--- config.mk ---
export PLATFORM = sky130hd
export DESIGN_NAME = ivector_respond_sched
export DESIGN_NICKNAME = d
export VERILOG_FILES = /design/src/rtl/ivector_pkg.sv /design/src/rtl/ivector_respond_sched_rr_pick.sv /design/src/rtl/ivector_respond_sched.sv
export SDC_FILE = /design/constraint.sdc
export NUM_CORES = 1
export LEC_CHECK = 0
export CAP_MARGIN = 20
export CORE_AREA = 2 2 181 183
export CTS_BUF_LIST = sky130_fd_sc_hd__clkbuf_8
export DETAILED_ROUTE_END_ITERATION = 12
export DIE_AREA = 0 0 183 185
export PLACE_DENSITY_LB_ADDON = 0.12
export SYNTH_ARGS = -nofsm -noshare
export SYNTH_HDL_FRONTEND = slang
export SYNTH_SLANG_ARGS = --single-unit
--- constraint.sdc ---
create_clock -name CLK -period 17.16 [get_ports CLK]
set_input_delay 3.432 -clock CLK [delete_from_list [all_inputs] [get_ports CLK]]
set_output_delay 3.432 -clock CLK [all_outputs]
set_load 0.01 [all_outputs]
--- src/rtl/ivector_pkg.sv ---
// Shared constants and types for the IVector indication path.
package ivector_pkg;
   localparam int IV_NUM_METH = 10;
   localparam int IV_DATA_W   = 32;
   localparam int IV_METH_W   = 32;

   typedef logic [IV_METH_W-1:0] iv_meth_t;
endpackage

--- src/rtl/ivector_respond_sched_rr_pick.sv ---
// Combinational round-robin picker: first set req bit strictly after ptr, wrapping at NUM_Q.
module rr_pick #(
   parameter int NUM_Q = 10,
   parameter int PTR_W = (NUM_Q > 1) ? $clog2(NUM_Q) : 1
) (
   input  logic [NUM_Q-1:0] req,
   input  logic [PTR_W-1:0] ptr,
   output logic [NUM_Q-1:0] gnt_onehot,
   output logic [PTR_W-1:0] gnt_idx,
   output logic             any
);
   localparam logic [PTR_W-1:0] LAST = PTR_W'(NUM_Q - 1);

   logic [PTR_W-1:0]   start;
   logic [2*NUM_Q-1:0] dbl;
   logic [NUM_Q-1:0]   rot;

   always_comb begin
      start      = (ptr >= LAST) ? '0 : ptr + 1'b1;
      dbl        = {req, req};
      rot        = dbl[start +: NUM_Q];
      any        = |req;
      gnt_idx    = '0;
      gnt_onehot = '0;
      // Descending scan so the lowest rotated position wins.
      for (int k = NUM_Q - 1; k >= 0; k--) begin
         if (rot[k]) begin
            if (int'(start) + k >= NUM_Q) gnt_idx = PTR_W'(int'(start) + k - NUM_Q);
            else                          gnt_idx = PTR_W'(int'(start) + k);
         end
      end
      for (int i = 0; i < NUM_Q; i++) begin
         gnt_onehot[i] = any && (gnt_idx == PTR_W'(i));
      end
   end
endmodule

--- src/rtl/ivector_respond_sched.sv ---
// Round-robin drain of per-method response queues onto the single out_heard port,
// through a 1-entry output register that can transfer and reload in the same cycle.
module ivector_respond_sched
   import ivector_pkg::*;
#(
   parameter int NUM_Q  = IV_NUM_METH,
   parameter int DATA_W = IV_DATA_W,
   parameter int METH_W = IV_METH_W
) (
   input  logic                    CLK,
   input  logic                    nRST,
   input  logic [NUM_Q*DATA_W-1:0] q_first,
   input  logic [NUM_Q-1:0]        q_first__RDY,
   input  logic [NUM_Q-1:0]        q_deq__RDY,
   output logic [NUM_Q-1:0]        q_deq__ENA,
   input  logic [NUM_Q-1:0]        cfg_mask,
   output logic                    out_heard__ENA,
   output logic [METH_W-1:0]       out_heard_meth,
   output logic [DATA_W-1:0]       out_heard_v,
   input  logic                    out_heard__RDY,
   output logic [31:0]             stat_grants
);
   localparam int PTR_W = $clog2(NUM_Q);

   logic [NUM_Q-1:0]  eligible;
   logic [NUM_Q-1:0]  gnt_onehot;
   logic [PTR_W-1:0]  gnt_idx;
   logic              gnt_any;
   logic              heard_ena;
   logic              grant;

   logic              out_valid_q, out_valid_d;
   logic [PTR_W-1:0]  out_meth_q,  out_meth_d;
   logic [DATA_W-1:0] out_v_q,     out_v_d;
   logic [PTR_W-1:0]  ptr_q,       ptr_d;
   logic [31:0]       grants_q,    grants_d;

   assign eligible = q_first__RDY & q_deq__RDY & cfg_mask;

   rr_pick #(.NUM_Q(NUM_Q), .PTR_W(PTR_W)) u_pick (
      .req        (eligible),
      .ptr        (ptr_q),
      .gnt_onehot (gnt_onehot),
      .gnt_idx    (gnt_idx),
      .any        (gnt_any)
   );

   always_comb begin
      heard_ena   = out_valid_q & out_heard__RDY;
      // nRST gating keeps dequeue strobes quiet while reset is asserted.
      grant       = (~out_valid_q | heard_ena) & gnt_any & nRST;
      out_valid_d = out_valid_q;
      out_meth_d  = out_meth_q;
      out_v_d     = out_v_q;
      ptr_d       = ptr_q;
      grants_d    = grants_q;
      if (heard_ena) begin
         out_valid_d = 1'b0;
         grants_d    = grants_q + 32'd1;
      end
      if (grant) begin
         out_valid_d = 1'b1;
         out_meth_d  = gnt_idx;
         out_v_d     = q_first[int'(gnt_idx)*DATA_W +: DATA_W];
         ptr_d       = gnt_idx;
      end
   end

   always_ff @(posedge CLK or negedge nRST) begin
      if (!nRST) begin
         out_valid_q <= 1'b0;
         out_meth_q  <= '0;
         out_v_q     <= '0;
         ptr_q       <= PTR_W'(NUM_Q - 1);
         grants_q    <= '0;
      end else begin
         out_valid_q <= out_valid_d;
         out_meth_q  <= out_meth_d;
         out_v_q     <= out_v_d;
         ptr_q       <= ptr_d;
         grants_q    <= grants_d;
      end
   end

   assign q_deq__ENA     = grant ? gnt_onehot : '0;
   assign out_heard__ENA = heard_ena;
   assign out_heard_meth = METH_W'(out_meth_q);
   assign out_heard_v    = out_v_q;
   assign stat_grants    = grants_q;
endmodule

Word-level counts from Yosys, hierarchy flattened
Cells that the tools add are included.
{"block": "word_totals", "reg_bits": 73, "inputBits": 353, "wordCells": 92}
{"block": "classes", "addsub": 21, "order_cmp": 11, "eq_ne": 9, "n_shift": 2, "mux": 24, "n_bitwise": 7, "reduce_logical": 13}
{"op": "320-bit by 10-bit variable part select with 32-bit output", "n": 1}
{"op": "4-bit 2-to-1 mux", "n": 21}
{"op": "5-bit by 4-bit greater-or-equal comparator with 1-bit output, second input constant", "n": 9}
{"op": "4-bit subtractor, second input constant", "n": 10}
{"op": "32-bit by 1-bit adder with 32-bit output, second input constant", "n": 1}
{"op": "4-bit by 3-bit adder with 5-bit output, second input constant", "n": 4}
{"op": "10-bit AND", "n": 2}
{"op": "20-bit by 5-bit variable part select with 10-bit output", "n": 1}
{"op": "4-bit by 3-bit equality test with 1-bit output, second input constant", "n": 4}
{"op": "4-bit by 2-bit adder with 5-bit output, second input constant", "n": 2}
{"op": "4-bit by 4-bit adder with 5-bit output, second input constant", "n": 2}
{"op": "1-bit logical AND", "n": 10}
{"op": "10-bit 2-to-1 mux", "n": 1}
{"op": "10-bit OR reduction", "n": 1}
{"op": "4-bit by 2-bit equality test with 1-bit output, second input constant", "n": 2}
{"op": "4-bit equality test, second input constant", "n": 2}
{"op": "4-bit greater-or-equal comparator, second input constant", "n": 2}
{"op": "4-bit by 1-bit adder with 5-bit output, second input constant", "n": 1}
{"op": "4-bit by 1-bit adder with 4-bit output, second input constant", "n": 1}
{"op": "4-bit by 1-bit equality test with 1-bit output, second input constant", "n": 1}
{"op": "4-bit zero test", "n": 1}
{"op": "1-bit AND", "n": 3}
{"op": "1-bit 2-to-1 mux", "n": 2}
{"op": "2-bit nonzero test", "n": 1}
{"op": "other kinds (2)", "n": 2}

Longest topological paths before layout
Gate-level depths: netlist of the first run.
{"block": "logic_depth", "depth_word": 18, "depth_mapped": 25}

Cells and area by module
Synthesis of the first run repeated with hierarchy kept, for this count alone.
{"block": "unflattened", "hier_cells": 1027, "area_unflattened_um2": 8952.3}
{"module": "ivector_respond_sched", "n_inst": 1, "cells_each": 644, "area_each_um2": 6155.9, "seq_area_each_um2": 1779.2}
{"module": "rr_pick", "n_inst": 1, "cells_each": 383, "area_each_um2": 2796.4, "seq_area_each_um2": 0.0}

Worst setup path before layout of the first run
No wires, ideal clock.
{"block": "synth_path", "kind": "input-to-output", "from": "in cfg_mask[1]", "to": "out q_deq__ENA[2]", "arrival_ns": 6.164, "path_slack_ns": 7.564, "cell_stages": 15, "path_cell_list": "nand3_1 a21oi_1 nor2_1 mux2_2 a211o_1 buf_2 a21boi_2 xnor2_1 o21a_1 buf_2 buf_6 buf_6 buf_2 nand2_1 nor3_1"}
{"block": "synth_via", "elab_chain_len": 15, "word_cells_on_any_way": 18, "classes_between": "eq/ne (1); shift (1); mux (11); bitwise (3); reduce/logical (2)"}
{"item": "from (decl)", "line": "ivector_respond_sched.sv:16", "rtl": "input logic [NUM_Q-1:0] cfg_mask,"}
{"item": "10-bit AND (*)", "line": "ivector_respond_sched.sv:38", "rtl": "assign eligible = q_first__RDY & q_deq__RDY & cfg_mask;"}
{"item": "20-bit by 5-bit variable part select with 10-bit output", "line": "ivector_respond_sched_rr_pick.sv:21", "rtl": "rot = dbl[start +: NUM_Q];"}
{"item": "4-bit 2-to-1 mux (10 in series)", "line": "ivector_respond_sched_rr_pick.sv:27", "rtl": "if (rot[k]) begin"}
{"item": "4-bit by 2-bit equality test with 1-bit output", "line": "ivector_respond_sched_rr_pick.sv:33", "rtl": "gnt_onehot[i] = any && (gnt_idx == PTR_W'(i));"}
{"item": "1-bit logical AND", "line": "ivector_respond_sched_rr_pick.sv:33"}
{"item": "10-bit 2-to-1 mux (*)", "line": "ivector_respond_sched.sv:85", "rtl": "assign q_deq__ENA = grant ? gnt_onehot : '0;"}
{"item": "to (decl)", "line": "ivector_respond_sched.sv:15", "rtl": "output logic [NUM_Q-1:0] q_deq__ENA,"}
Mark *: on every way between the ends. The rest lies on a longest branch, timed or not.

Final worst setup path of the first run
{"block": "layout_path", "from": "in cfg_mask[9]", "to": "out q_deq__ENA[4]"}
{"block": "layout_via", "elab_chain_len": 15, "word_cells_on_any_way": 18, "classes_between": "eq/ne (1); shift (1); mux (11); bitwise (3); reduce/logical (2)"}
{"item": "10-bit AND (*)", "line": "ivector_respond_sched.sv:38"}
{"item": "20-bit by 5-bit variable part select with 10-bit output", "line": "ivector_respond_sched_rr_pick.sv:21"}
{"item": "4-bit 2-to-1 mux (10 in series)", "line": "ivector_respond_sched_rr_pick.sv:27"}
{"item": "4-bit by 3-bit equality test with 1-bit output", "line": "ivector_respond_sched_rr_pick.sv:33"}
{"item": "1-bit logical AND", "line": "ivector_respond_sched_rr_pick.sv:33"}
{"item": "10-bit 2-to-1 mux (*)", "line": "ivector_respond_sched.sv:85"}
Marks and branches as above.

==> out/qor.csv, run 1 <==
metric;value;unit
row_count;66;
synth_top_area_frac;0.177;
r2r_slack;9.69;ns
setup_tns;0;ns
port_buffers;431;
cp-end-kind;output pin;
critPathArrivalTime;7.90;ns
antenna_left;0;
start_kind;input port;
critical_path_class;input port to output pin;
core_area;0.0320;mm2
grt_max_degree;68;
cts-htree-levels;3;
cts_resized;0;
die_y;185;um
numClockSinks;71;
setup_violations;0;
vias;11100;
synth_area_leaders;dfrtp_1 (18%), mux4_2 (7.4%), inv_1 (6.8%);
max_slew_margin;0.379;
drv_cap;0;
ys_warn_count;0;
hold_violations;0;
synth.most_common_cell;inv_1;
synth_common_cells;inv_1 (178), nand2_1 (96), nor2_1 (73), o211ai_1 (73), dfrtp_1 (69);
grt_pass1_wl;67600;um
cp_max_fo;35;
netlist_area;0.00978;mm2
tightest_slew;0.932;ns
finClkSkew;0.0146;ns
report.final.slew_viol_count;0;
grt_overflow_total;0;
fill_cells;3199;
period_share;0.660;
antenna_found_initial;2;
post-cts-setup-buffer-count;0;
seq_area_frac_synth;0.182;
wl_per_cell;22.8;um
yosys_register_bits;71;
cts_buffer_depth;2;
grt.total_usage;0.263;
ys_async_sr_fraction;1.00;
place_hpwl;35200;um
min-delay-path-class;register to register;
period_minus_slack;11.33;ns
drtPass1Iterations;7;
avgSynthCellArea;7.91;um2
routed_wl;46100;um
post-synth-top-area-cell;dfrtp_1;
cts_buffers;9;
ys_types;89;
syn_inst;1236;
status;finished clean;
first_global_vias;10900;
drt-initial-drc-count;893;
die_w;183;um
drc;0;
synth_edf_count;0;
gp_congestion;0.883;
max_freq;88.3;MHz
area_delta_synth_final;48.2;%
ios;460;
final_nets;1985;
cts-root-buf;clkbuf_8;
ctsHoldBuffers;0;
drive_gt1_frac;0.0968;
initial_core_util;0.305;
routed_via_density;5.48;
dieArea;0.0339;mm2
synth_ff_type;dfrtp_1;
worstPathRequired;13.73;ns
cts.clk_slew.worst_paths;0.08;ns
clk_latency;0.37;ns
rsz0062_at_grt;false;
cts_tree;done;
worst paths after layout:
path / start / endpoint / depth (start not counted)
max: cfg_mask[9] / q_deq__ENA[4] / 15
min: stat_grants[31] / stat_grants[31] / 1
max reg2reg: ptr_q[0] / out_heard_v[21] / 17
min reg2reg: stat_grants[31] / stat_grants[31] / 1
max in group asynchronous: nRST / out_meth_q[0] / 2
min in group asynchronous: nRST / out_heard_v[4] / 1
worst max-delay path, stage by stage:
cell and delay (ns):
clkdlybuf4s50_1 0.46, nand3_1 0.15, nor3_1 0.35, or2_2 0.24
o22ai_1 0.09, or4_1 0.70, nor3_1 0.23, o32a_1 0.24
a21oi_4 0.07, buf_4 0.28, a21oi_4 0.19, buf_4 0.44
nand2_1 0.18, nor2_1 0.22, clkdlybuf4s50_1 0.58
per-stage QoR:
stage / setup WS, ns / utilization / cells / area, um2 / hold slack [ns]
2_1_floorplan: 7.56 / - / 1263 / 9880 / 0.499
3_3_place_gp: 5.87 / 0.446 / 2003 / 14300 / 0.469
3_5_place_dp: 5.87 / 0.446 / 2003 / 14300 / 0.469
4_1_cts: 5.86 / 0.452 / 2018 / 14500 / 0.481
5_1_grt: 5.56 / 0.453 / 2021 / 14500 / 0.504
6_report: 5.83 / 0.453 / 2021 / 14500 / 0.484
cell families (layout without fill, tap and decap cells):
kind of cell    count (synthesis)  after routing  share of synthesized area
other cells                     1             30                   0.000383
mux                           115            115                      0.173
simple gates                  327            327                      0.164
buf+inv                       301            649                      0.139
fa+ha+maj                      25             25                     0.0327
xor+xnor                       44             44                     0.0394
compound gates                352            352                      0.270
flops                          71             71                      0.182
sequential cells by signal, summed over array words and instances (netlist names):
register     flops
ptr_q            2
out_valid_q      1
stat_grants     32
out_heard_v     32
out_meth_q       4
placed cells by master (no fill, tap or decap), types with 7 or more instances in the layout:
| cell | synthesis | layout |
|---|---|---|
| nand2_1 | 96 | 96 |
| inv_1 | 178 | 179 |
| o21ai_0 | 22 | 22 |
| and3_1 | 13 | 13 |
| o2111ai_1 | 67 | 67 |
| a21oi_1 | 59 | 58 |
| o211ai_1 | 73 | 73 |
| mux2i_1 | 12 | 12 |
| a31oi_1 | 9 | 8 |
| mux2_4 | 9 | 9 |
| mux4_2 | 32 | 32 |
| nand2b_1 | 9 | 9 |
| mux2_2 | 43 | 43 |
| nand3_1 | 32 | 32 |
| a41oi_1 | 32 | 32 |
| clkdlybuf4s50_1 | 0 | 430 |
| nor3_1 | 28 | 28 |
| buf_4 | 39 | 22 |
| a211oi_1 | 13 | 13 |
| clkbuf_8 | 0 | 9 |
| conb_1 | 1 | 28 |
| nor2_1 | 73 | 72 |
| dfrtp_1 | 69 | 69 |
| and2_1 | 39 | 38 |
| xnor2_1 | 34 | 33 |
| mux2_1 | 17 | 17 |
| xor2_1 | 10 | 10 |
| ha_1 | 24 | 24 |
| o22ai_1 | 7 | 7 |
metal layers:
layer	routed length, um	share of wire	global-route usage	vias to the layer above
met5	0	0	0	-
met4	823	0.018	0.0592	0
met3	2650	0.057	0.0431	44
met2	24200	0.52	0.482	393
met1	18400	0.40	0.323	5428
li1	-	-	-	5204
final cells by class:
cell class,instances,area [um2],area share
multi-input combinational,891,6840,0.472
timing repair buffer,453,4490,0.310
sequential,71,1780,0.123
inverter,181,684,0.0472
tap,408,510,0.0352
clock buffer,9,124,0.00854
clock inverter,6,63.8,0.00440
antenna,2,5.00,0.000345
Power of run 1 is not shown: default switching activity piles up to over one toggle a cycle in this logic, so the estimate is an artifact.
==> run 2: changes to the inputs <==
==> constraint.sdc (replaced) <==
create_clock -name CLK -period 11 [get_ports CLK]
set_input_delay 2.2 -clock CLK [delete_from_list [all_inputs] [get_ports CLK]]
set_output_delay 2.2 -clock CLK [all_outputs]
set_load 0.01 [all_outputs]
==> run 2 against run 1 <==
Utilization fell by 0.11 points. Setup slack worse by 4.2 ns. Cell count about the same. Clock skew up 0.00051 ns. Design area fell by 0.25%. Sequential cell count unchanged. Sequential share of layout area about the same. Critical endpoint is now q_deq__ENA[7]. Register-to-register slack worse by 6.6 ns. Die area unchanged. Hold slack worse by 0.0056 ns. Highest routed layer unchanged.
==> out/qor.csv, run 2 (same netlist as run 1, synthesis figures left out) <==
metric;value;unit;change
status;finished clean;;
hold_end;stat_grants[31];;
worstPathRequired;8.80;ns;-4.93 ns
die_y;185;um;unchanged
max_freq;107;MHz;
tightest_slew;1.14;ns;+0.211 ns
first_global_vias;10900;;+0.018%
grt.total_usage;0.267;;+0.00378
grt_overflow_total;0;;unchanged
dieArea;0.0339;mm2;unchanged
initial_core_util;0.305;;unchanged
port_buffers;431;;unchanged
r2r-end;out_heard_v[30];;
numClockSinks;71;;unchanged
cts-root-buf;clkbuf_8;;
max_slew_margin;0.236;;-0.142
r2r_cells;19;;+2
fill_cells;3240;;+1.3%
grt_pass1_wl;68100;um;+0.87%
period_share;0.851;;
vias;11200;;+1.5%
cp_max_fo;19;;-46%
cts_buffers;9;;unchanged
drt-initial-drc-count;947;;+6.0%
cts_tree;done;;
min-delay-path-class;register to register;;
row_count;66;;unchanged
final_nets;1983;;-0.10%
hold_violations;0;;unchanged
drtPass1Iterations;6;;-1
drv_cap;0;;unchanged
drc;0;;unchanged
r2r_slack;3.12;ns;-6.57 ns
critical_path_class;register to output pin;;
rr_startpoint;ptr_q[0];;
cts_buffer_depth;2;;unchanged
grt_max_degree;66;;-2.9%
cts_resized;0;;unchanged
report.final.slew_viol_count;0;;unchanged
start_kind;register;;
area_delta_synth_final;47.9;%;
gp_congestion;0.905;;+2.5%
min_from;stat_grants[31];;
die_w;183;um;unchanged
period_minus_slack;9.36;ns;
antenna_left;0;;unchanged
cts-htree-levels;3;;unchanged
wl_per_cell;23.2;um;+1.6%
setup_violations;0;;unchanged
place_hpwl;36500;um;+3.8%
ios;460;;unchanged
routed_via_density;5.56;;+1.4%
ctsHoldBuffers;0;;unchanged
final_common_cell;clkdlybuf4s50_1;;
critPathArrivalTime;7.16;ns;-0.74 ns
drive_gt1_frac;0.0964;;-0.000441
cts.clk_slew.worst_paths;0.08;ns;about the same
routed_wl;46900;um;+1.7%
finClkSkew;0.0151;ns;+0.000509 ns
core_area;0.0320;mm2;unchanged
cp-end-kind;output pin;;
clk_latency;0.36;ns;about the same
setup_tns;0;ns;unchanged
rsz0062_at_grt;false;;
post-cts-setup-buffer-count;0;;unchanged
layout_common_cells;clkdlybuf4s50_1 (430), inv_1 (178), nand2_1 (96), o211ai_1 (73), nor2_1 (72);;
hold_depth;1;;unchanged
antenna_found_initial;7;;+5
-- run 2: worst max-delay path, stage by stage (launching register included) --
cell	delay (ns)
dfstp_2	0.79
inv_1	0.24
ha_1	0.29
nand2b_1	0.17
a211o_1	0.29
nand2_1	0.45
inv_1	0.66
ha_1	0.41
ha_1	0.33
a221oi_1	0.51
mux2i_1	0.31
o21ai_0	0.13
a22o_1	0.23
and2_1	0.17
a2111oi_2	0.63
a21o_1	0.26
nand2b_1	0.16
nor3_1	0.21
clkdlybuf4s50_1	0.56
-- run 2: routing by layer --
layer  vias up  routed length (um)  GRT usage
met2       503               24700      0.486
met4         0                1040     0.0813
li1       5209                   -          -
met3        61                2910     0.0448
met5         -                   0          0
met1      5465               18300      0.321
-- run 2: stage by stage --
step / instances / instance area (um2) / utilization / setup WS [ns] / hold slack [ns]
detailed placement: 2002 / 14300 / 0.446 / 2.08 / 0.462
global route: 2022 / 14500 / 0.451 / 1.24 / 0.492
CTS: 2016 / 14400 / 0.451 / 1.67 / 0.478
floorplan: 1263 / 9880 / - / 3.53 / 0.499
finish: 2023 / 14500 / 0.451 / 1.64 / 0.478
global placement: 2002 / 14300 / 0.446 / 2.00 / 0.464
-- run 2: cell type report --
cell class | count | area (um2) | share of cell area
inverters | 181 | 684 | 0.0473
multi-input cells | 891 | 6850 | 0.473
clock buffers | 9 | 124 | 0.00856
clock inverters | 5 | 37.5 | 0.00260
repair buffers | 451 | 4460 | 0.309
well taps | 408 | 510 | 0.0353
diodes | 7 | 17.5 | 0.00121
flip-flops and latches | 71 | 1780 | 0.123
-- run 2: how the worst max path moves through the flow --
stage | start | end | cells past startpoint
after floorplan | ptr_q[0] | q_deq__ENA[0] | 23
after detailed placement | ptr_q[0] | q_deq__ENA[7] | 18
final | ptr_q[0] | q_deq__ENA[7] | 18
after CTS | ptr_q[0] | q_deq__ENA[7] | 18
after global placement | ptr_q[0] | q_deq__ENA[7] | 18
after global routing | ptr_q[0] | q_deq__ENA[7] | 18
Power of run 2 is left out for the same reason.
